**src/rtl/inst_encoder_loader_pkg.sv**
```systemverilog
// Shared RV32I encoding definitions: format codes, opcode[6:2] values, NOP word
// and the loader FSM states.
package inst_encoder_loader_pkg;

  typedef enum logic [2:0] {
    FMT_R = 3'd0,
    FMT_I = 3'd1,
    FMT_S = 3'd2,
    FMT_B = 3'd3,
    FMT_U = 3'd4,
    FMT_J = 3'd5
  } fmt_e;

  localparam logic [31:0] NOP_WORD = 32'h0000_0013;

  // inst[6:2]; inst[1:0] is always 2'b11 for 32-bit encodings
  localparam logic [4:0] OPC_LOAD   = 5'b00000;
  localparam logic [4:0] OPC_OP_IMM = 5'b00100;
  localparam logic [4:0] OPC_AUIPC  = 5'b00101;
  localparam logic [4:0] OPC_STORE  = 5'b01000;
  localparam logic [4:0] OPC_OP     = 5'b01100;
  localparam logic [4:0] OPC_LUI    = 5'b01101;
  localparam logic [4:0] OPC_BRANCH = 5'b11000;
  localparam logic [4:0] OPC_JALR   = 5'b11001;
  localparam logic [4:0] OPC_JAL    = 5'b11011;

  typedef enum logic [1:0] {
    ST_IDLE = 2'd0,
    ST_LOAD = 2'd1,
    ST_DONE = 2'd2
  } state_e;

endpackage

```
**src/rtl/inst_encoder_loader_packer.sv**
```systemverilog
// Combinational re-packer: decoded RV32I fields plus format -> 32-bit instruction word.
// Unknown formats produce a NOP and raise err_o.
module inst_field_packer
  import inst_encoder_loader_pkg::*;
(
  input  logic [2:0]  fmt_i,
  input  logic [4:0]  opcode_i,
  input  logic [2:0]  func3_i,
  input  logic [6:0]  func7_i,
  input  logic [4:0]  rs1_i,
  input  logic [4:0]  rs2_i,
  input  logic [4:0]  rd_i,
  input  logic [31:0] imm_i,
  output logic [31:0] word_o,
  output logic        err_o
);

  logic [6:0] op7;
  assign op7 = {opcode_i, 2'b11};

  always_comb begin
    word_o = NOP_WORD;
    err_o  = 1'b0;
    case (fmt_i)
      FMT_R: word_o = {func7_i, rs2_i, rs1_i, func3_i, rd_i, op7};
      FMT_I: word_o = {imm_i[11:0], rs1_i, func3_i, rd_i, op7};
      FMT_S: word_o = {imm_i[11:5], rs2_i, rs1_i, func3_i, imm_i[4:0], op7};
      FMT_B: word_o = {imm_i[12], imm_i[10:5], rs2_i, rs1_i, func3_i,
                       imm_i[4:1], imm_i[11], op7};
      FMT_U: word_o = {imm_i[31:12], rd_i, op7};
      FMT_J: word_o = {imm_i[20], imm_i[10:1], imm_i[11], imm_i[19:12], rd_i, op7};
      default: begin
        word_o = NOP_WORD;
        err_o  = 1'b1;
      end
    endcase
  end

endmodule

```
**src/rtl/inst_encoder_loader.sv**
```systemverilog
// Program loader: accepts decoded field tuples over valid/ready, encodes them and
// streams the words sequentially into IMEM through a single output register.
module inst_encoder_loader
  import inst_encoder_loader_pkg::*;
#(
  parameter int ADDR_W = 16
) (
  input  logic              clk,
  input  logic              rst_n,
  input  logic              start,
  input  logic [ADDR_W-1:0] start_addr,
  input  logic              in_valid,
  output logic              in_ready,
  input  logic [2:0]        in_fmt,
  input  logic [4:0]        in_opcode,
  input  logic [2:0]        in_func3,
  input  logic [6:0]        in_func7,
  input  logic [4:0]        in_rs1,
  input  logic [4:0]        in_rs2,
  input  logic [4:0]        in_rd,
  input  logic [31:0]       in_imm,
  input  logic              in_last,
  output logic              imem_we,
  output logic [ADDR_W-1:0] imem_addr,
  output logic [31:0]       imem_wdata,
  input  logic              imem_ready,
  output logic              busy,
  output logic              done,
  output logic              fmt_err,
  output logic [ADDR_W-3:0] words,
  output logic [1:0]        dbg_state
);

  // Handshakes: a tuple transfers on the rising edge where in_valid & in_ready;
  // an IMEM write completes on the rising edge where imem_we & imem_ready, and
  // imem_we/addr/wdata never change while imem_we is high and imem_ready is low.

  state_e            state_q, state_d;
  logic              last_q, last_d;
  logic              we_q, we_d;
  logic [ADDR_W-1:0] addr_q, addr_d;
  logic [31:0]       wdata_q, wdata_d;
  logic              err_q, err_d;
  logic [ADDR_W-3:0] words_q, words_d;

  logic [31:0] pack_word;
  logic        pack_err;
  logic        write_done;
  logic        accept;

  inst_field_packer u_packer (
    .fmt_i    (in_fmt),
    .opcode_i (in_opcode),
    .func3_i  (in_func3),
    .func7_i  (in_func7),
    .rs1_i    (in_rs1),
    .rs2_i    (in_rs2),
    .rd_i     (in_rd),
    .imm_i    (in_imm),
    .word_o   (pack_word),
    .err_o    (pack_err)
  );

  assign write_done = we_q & imem_ready;
  assign in_ready   = (state_q == ST_LOAD) & ~last_q & (~we_q | imem_ready);
  assign accept     = in_valid & in_ready;

  always_comb begin
    state_d = state_q;
    last_d  = last_q;
    we_d    = we_q;
    addr_d  = addr_q;
    wdata_d = wdata_q;
    err_d   = err_q;
    words_d = words_q;
    case (state_q)
      ST_IDLE: begin
        if (start) begin
          state_d = ST_LOAD;
          addr_d  = {start_addr[ADDR_W-1:2], 2'b00};
          words_d = '0;
          err_d   = 1'b0;
          last_d  = 1'b0;
        end
      end
      ST_LOAD: begin
        if (write_done) begin
          we_d    = 1'b0;
          addr_d  = addr_q + ADDR_W'(4);
          words_d = words_q + 1'b1;
          // once the last tuple is taken, the write completing now is the final one
          if (last_q) state_d = ST_DONE;
        end
        if (accept) begin
          we_d    = 1'b1;
          wdata_d = pack_word;
          err_d   = err_q | pack_err;
          if (in_last) last_d = 1'b1;
        end
      end
      ST_DONE: state_d = ST_IDLE;
      default: state_d = ST_IDLE;
    endcase
  end

  always_ff @(posedge clk or negedge rst_n) begin
    if (!rst_n) begin
      state_q <= ST_IDLE;
      last_q  <= 1'b0;
      we_q    <= 1'b0;
      addr_q  <= '0;
      wdata_q <= '0;
      err_q   <= 1'b0;
      words_q <= '0;
    end else begin
      state_q <= state_d;
      last_q  <= last_d;
      we_q    <= we_d;
      addr_q  <= addr_d;
      wdata_q <= wdata_d;
      err_q   <= err_d;
      words_q <= words_d;
    end
  end

  assign imem_we    = we_q;
  assign imem_addr  = addr_q;
  assign imem_wdata = wdata_q;
  assign busy       = (state_q != ST_IDLE);
  assign done       = (state_q == ST_DONE);
  assign fmt_err    = err_q;
  assign words      = words_q;
  assign dbg_state  = state_q;

endmodule

```
**config.mk**
```make
export PLATFORM = sky130hd
export DESIGN_NAME = inst_encoder_loader
export DESIGN_NICKNAME = d
export VERILOG_FILES = /design/src/rtl/inst_encoder_loader_pkg.sv /design/src/rtl/inst_encoder_loader_packer.sv /design/src/rtl/inst_encoder_loader.sv
export SDC_FILE = /design/constraint.sdc
export NUM_CORES = 1
export LEC_CHECK = 0
export ABC_AREA = 1
export ABC_CLOCK_PERIOD_IN_PS = 1600
export BUFFER_PORTS_ARGS = -buffer_cell sky130_fd_sc_hd__buf_2
export CORE_MARGIN = 3
export CORE_UTILIZATION = 40
export DETAILED_ROUTE_END_ITERATION = 8
export PLACE_DENSITY = 0.71
export SETUP_SLACK_MARGIN = 0.02
export SLEW_MARGIN = 20
export SYNTH_ARGS = -nofsm -noshare
export SYNTH_HDL_FRONTEND = slang
export SYNTH_SLANG_ARGS = --single-unit
```
**constraint.sdc**
```tcl
create_clock -name clk -period 1.6 [get_ports clk]
set_clock_uncertainty 0.2 [all_clocks]
set_input_delay 0.16 -clock clk [delete_from_list [all_inputs] [get_ports clk]]
set_output_delay 0.16 -clock clk [all_outputs]
set_load 0.1 [all_outputs]
```
# Word level (Yosys, flattened, before mapping)
# Cells that the tools add are included.
dict set report classes {
  n_eq_ne 12
  n_bitwise 8
  n_addsub 2
  n_reduce_logical 12
  n_mux 20
}
# operator count
set op_table {}
lappend op_table {{case mux 32 bit (6 select lines)} 1}
lappend op_table {{two-way mux 16 bit} 2}
lappend op_table {{case mux 16 bit (2 select lines)} 1}
lappend op_table {{two-way mux 14 bit} 2}
lappend op_table {{case mux 14 bit (2 select lines)} 1}
lappend op_table {{adder 16 x 3 -> 16 bit (second input constant)} 1}
lappend op_table {{adder 14 x 1 -> 14 bit (second input constant)} 1}
lappend op_table {{!= test 2 bit (second input constant)} 5}
lappend op_table {{AND reduction 3 bit} 3}
lappend op_table {{two-way mux 1 bit} 7}
lappend op_table {{== test 3 x 2 -> 1 bit (second input constant)} 2}
lappend op_table {{== test 3 bit (second input constant)} 2}
lappend op_table {{two-way mux 2 bit} 3}
lappend op_table {{nonzero test 2 bit} 3}
lappend op_table {{OR reduction 6 bit} 1}
lappend op_table {{bitwise AND 1 bit} 4}
lappend op_table {{case mux 1 bit (2 select lines)} 2}
lappend op_table {{case mux 2 bit (2 select lines)} 1}
lappend op_table {{AND reduction 2 bit} 2}
lappend op_table {{AND reduction 4 bit} 1}
lappend op_table {{== test 3 x 1 -> 1 bit (second input constant)} 1}
lappend op_table {{zero test 3 bit} 1}
lappend op_table {{== test 2 x 1 -> 1 bit (second input constant)} 1}
lappend op_table {{== test 2 bit (second input constant)} 1}
lappend op_table {{3 further kinds} 5}
dict set report totals {
  input_bits 87
  register_bits 67
  wordCells 61
}

# Longest topological paths before layout
dict set report logic_depth {
  ltp_word 6
  depth_mapped 10
}

# Modules after synthesis
# Synthesis repeated with hierarchy kept, for this count alone.
dict set report unflattened {
  hier_cells 571
  area_unflattened_um2 3991.3
}
# module cells_each area_per_inst_um2 instances
set modules_own_cells {}
lappend modules_own_cells {inst_encoder_loader 445 3414.5 1}
lappend modules_own_cells {inst_field_packer 126 576.8 1}

# Least setup slack after synthesis
# Ideal clock, no wire load.
dict set report synth_timing {
  path_type {register to output}
  startpoint {register state_q[0], in the netlist dbg_state[0]}
  endpoint {output port in_ready}
  arrival_time_ps 3497
  stages_incl_launch_ff 4
  t_required_ps 1240
  setup_slack_ps -2257
  path_buffers 1
  cell_sequence {dfrtp_1 -> nand2_1 -> buf_2 -> nor3b_1}
}
dict set report synth_via {
  elab_chain_cells 3
}
# item line
set synth_rtl {}
lappend synth_rtl {{start: declaration} inst_encoder_loader.sv:38} ;# state_e state_q, state_d;
lappend synth_rtl {{start signal: assignment} inst_encoder_loader.sv:116} ;# state_q <= state_d;
lappend synth_rtl {{== test 2 x 1 -> 1 bit} inst_encoder_loader.sv:65} ;# assign in_ready = (state_q == ST_LOAD) & ~last_q & (~we_q | imem_ready);
lappend synth_rtl {{bitwise AND 1 bit (2 in series)} inst_encoder_loader.sv:65}
lappend synth_rtl {{end: declaration} inst_encoder_loader.sv:13} ;# output logic in_ready,
# No other way between the ends.

# Worst setup path after layout
dict set report layout_timing {
  startpoint {register state_q[1], in the netlist dbg_state[1]}
  endpoint {register wdata_q[25], in the netlist imem_wdata[25]}
}
dict set report layout_via {
  elab_chain_cells 5
}
# item line
set layout_rtl {}
lappend layout_rtl {{== test 2 x 1 -> 1 bit *} {inst_encoder_loader.sv:65, inst_encoder_loader.sv:76}}
lappend layout_rtl {{bitwise AND 1 bit (2 in series)} inst_encoder_loader.sv:65}
lappend layout_rtl {{bitwise AND 1 bit} inst_encoder_loader.sv:66} ;# assign accept = in_valid & in_ready;
lappend layout_rtl {{AND reduction 2 bit (no source line) *} n/a}
lappend layout_rtl {{end signal: assignment} inst_encoder_loader.sv:120} ;# wdata_q <= wdata_d;
lappend layout_rtl {{end: declaration} inst_encoder_loader.sv:42} ;# logic [31:0] wdata_q, wdata_d;
# Mark *: on every way between the ends. The rest lies on a longest branch, timed or not.
# A chain may end at the register's enable or synchronous reset.

==> out/results.tsv <==
stage	metric	value	unit
synth	Yosys top cell by area	dfrtp_1	
floorplan	Ports	156	
floorplan	area of the core	8850	um^2
worst_setup_path	r2r setup slk	-0.21	ns
job	Max Cap Violations	0	
clock_network	CTS clk-pin slew, worst paths	0.07	ns
grt	Most Used Layer, Global Route	met2	
sta	min Tclk post-route	1.81	ns
synth	largest cells by area after synthesis	dfrtp_1 (43%), nand2_1 (22%), nor2_1 (5.0%)	
worst_setup_path	startpoint types	register	
clock_network	Bufs on Longest Clock Path	2	
clock_network	H-tree depth	3	
sta	Max Slew Vio Count	0	
worst_setup_path	Reg-to-Reg End	imem_wdata[25]	
synth	syn avg cell area	7.07	um^2
worst_hold_path	min-delay worst type	input port to register	
sta	Setup-failing EPs final	63	
clock_network	CTS tree	yes	
synth	Synth Instances	524	
grt	gr usage total	26.2	%
power_and_ir_drop	Pwr per Cell Area	2180	nW/um^2
sta	worst-margin pin slew	0.511	ns
cells_and_area	Final Cell Area	6210	um^2
grt	pin count of the biggest net entering global routing	65	
worst_hold_path	Hold Startpoint	in_func3[1]	
worst_setup_path	critical-path cell list	buf_4 > nor2_8 > nand4_4 > nor2_4 > clkbuf_16 > nand2_1 > nand2_1	
worst_hold_path	hold endpoint	imem_wdata[13]	
power_and_ir_drop	Max rail drop VDD	0.00168	V
route	Via Count	4632	
grt	number of global-route vias before repair	4576	
route	DRT antenna net count	0	
synth	main flop type after synthesis	dfrtp_1	
worst_setup_path	worst path arrival time	1.88	ns
placement	pre-CTS setup slack	-0.0582	ns
placement	gp weighted congestion	0.898	
placement	HPWL after DPL	8170	um
synth	Synth cell types	36	
placement	dpl cells	791	
clock_network	CTS root buf	clkbuf_8	
floorplan	Die W	102	um
cells_and_area	layout cells sized above 1	35.9	%
worst_setup_path	Slowest cell on crit path	dfrtp_4	
power_and_ir_drop	leakage	3.16	nW
grt	remaining global-route overflow	0	
clock_network	Sinks on Clock Net	64	
grt	initial antenna violation count	0	
sta	RSZ-0062 raised after global routing	yes	
sta	crit share post-route	113	%
synth	Mapped Area	3700	um^2
route	vias per std cell	5.18	
route	Post-route DRC	0	
grt	first-pass GRT wire length	21600	um
sta	setup slack after layout	-0.207	ns
placement	Placed Area	4910	um^2
sta	Slew HR	66.2	%
grt	GRT met2 Usage	42.9	%
synth	Post-synth ARST share	100	%
floorplan	Die Y	102	um
clock_network	TritonCTS buffer count	9	
worst_setup_path	critical path type	register to register	
sta	final hold violation count	0	
synth	Yosys reg bits	64	
synth	sequential-to-total area share from yosys stat	43.2	%
cells_and_area	# diodes	0	
floorplan	die area	10500	um^2
worst_setup_path	critical path endpoint category	register	
cells_and_area	layout net count	870	
worst_setup_path	largest stage delay on the critical path	0.49	ns
synth	EDFF count, synth	0	
worst_setup_path	RR Startpoint	dbg_state[1]	
clock_network	Clk Latency, worst-skew pair	0.34	ns
grt	GR Util met1	32.0	%
status	violated checks	negative setup slack	
grt	met3 usage	6.89	%
worst_setup_path	worst reg2reg path depth	7	
floorplan	row cnt	34	
route	Pre-antenna DRT Iters	5	
sta	Setup TNS	-6.12	ns
cells_and_area	number of fill cells	639	
sta	Peak Freq	553	MHz
synth	Synth Warn #	0	
worst_setup_path	Crit Path Max Fanout	7	
floorplan	Initial Utilization	41.9	%
cells_and_area	Synth-to-Final Area Change	67.7	%
cells_and_area	Final Non-Filler Cells	894	
placement	number of port buffers	151	
route	Post-Route WL	13600	um
worst_setup_path	WP data required	1.67	ns
route	wire per inst	15.2	um
synth	post-synth top area share	43.2	%
status	status	finished, violations left	
worst_hold_path	Hold Crit Depth	4	
worst_setup_path	most used cell, CP	nand2_1	
route	DRT iter0 DRCs	201	
[cell usage in the layout (no fill, tap or decap), types with 4 or more instances in the layout]
master         Yosys  final
dfrtp_1           64     34
dlygate4sd3_1      0     71
inv_2              3      5
a21oi_1           12      8
nand2_2            3      5
clkbuf_4           0     13
dfrtp_4            0     10
a21boi_0           8      7
buf_12             0     11
nand2_1          213    207
nor2_2             2      4
buf_4              7     33
nand3_1           33     31
o21ai_0           25     14
nand2_8            0      5
buf_6              2      8
nor2_4             1      5
clkbuf_8           0     11
inv_1             41     38
nand4_1           16     16
o21ai_1            3     12
dfrtp_2            0     20
nor3_1             5      5
a21oi_2            0      4
nor2_1            49     43
buf_2              6    125
[cell families after synthesis]
logic type                 after synthesis  synth area share, %
and+or+nand+nor                        333                 38.7
buffers and inverters                   64                 7.87
DFF                                     64                 43.2
AOI/OAI and AO/OA                       60                 9.43
adders and majority gates                2                0.676
other                                    1                0.101
[power by group]
group	leakage, nW	switching (mW)	internal (mW)
Sequential	0.775	0.552	2.32
Combinational	2.28	6.87	2.37
Clock	0.0969	0.635	0.808
[registers in the layout, summed over array words and instances (netlist names)]
name / count
last_q: 1
fmt_err: 1
imem_we: 1
imem_addr: 14
dbg_state: 2
imem_wdata: 31
words: 14
[through the flow]
stage | util, % | hold WS, ns | total power [mW]
2_1_floorplan | - | -0.336 | 9.20
3_5_place_dp | 55.5 | 0.0125 | 11.1
3_3_place_gp | 55.5 | 0.0108 | 11.0
6_report | 70.2 | 0.0177 | 13.5
5_1_grt | 70.2 | 0.00847 | 14.2
4_1_cts | 68.4 | 0.00222 | 13.2
[layout make-up]
type / instances / area (um^2) / share of cell area [%]
Tap cell: 108 / 135 / 2.18
Inverter: 45 / 179 / 2.88
Multi-Input combinational cell: 398 / 2010 / 32.3
Clock inverter: 2 / 37.5 / 0.604
Sequential cell: 64 / 1660 / 26.8
Timing Repair inverter: 1 / 6.26 / 0.101
Timing Repair Buffer: 262 / 2020 / 32.5
Clock buffer: 14 / 163 / 2.62
[layer usage]
layer	vias up	wire length (um)
met1	2122	5340
li1	2190	-
met4	0	430
met5	-	0
met3	46	1250
met2	274	6560
[synthesized netlist by cell type (3+ instances only)]
| library cell | n |
|---|---|
| nor2_1 | 49 |
| or2_2 | 3 |
| o21ai_1 | 3 |
| a21boi_0 | 8 |
| buf_4 | 7 |
| buf_2 | 6 |
| o21bai_1 | 3 |
| nand4_1 | 16 |
| nand2_2 | 3 |
| clkbuf_1 | 3 |
| inv_1 | 41 |
| o21ai_0 | 25 |
| nand3_1 | 33 |
| a21oi_1 | 12 |
| nand2_1 | 213 |
| a21o_1 | 3 |
| dfrtp_1 | 64 |
| inv_2 | 3 |
| nor3_1 | 5 |
[what timing repair did]
| action | CTS | global route |
|---|---|---|
| endpoints found under the hold margin | 110 | 0 |
| buffers inserted | 11 | 3 |
| resized for setup | 39 | 38 |
| setup endpoints to repair | 22 | 80 |
| cloned | 2 | 1 |
| pin swaps | 10 | 3 |
| hold buffers | 71 | 0 |
[worst max-delay path by stage]
stage / from / endpoint / slack, ns / cells past startpoint
2_1_floorplan: dbg_state[1] / in_ready / -0.56 / 4
3_3_place_gp: dbg_state[0] / imem_addr[6] / -0.008 / 9
3_5_place_dp: dbg_state[1] / imem_addr[10] / -0.06 / 8
4_1_cts: dbg_state[1] / in_ready / -0.20 / 4
5_1_grt: dbg_state[1] / imem_wdata[25] / -0.27 / 7
6_report: dbg_state[1] / imem_wdata[25] / -0.21 / 7
[critical path: cells and delay by family (launching register included)]
family / cells / cell delay (ns)
simple gates: 5 / 0.70
flops: 1 / 0.49
buf+inv: 2 / 0.35
No activity file was read; power rests on OpenSTA's default activity.
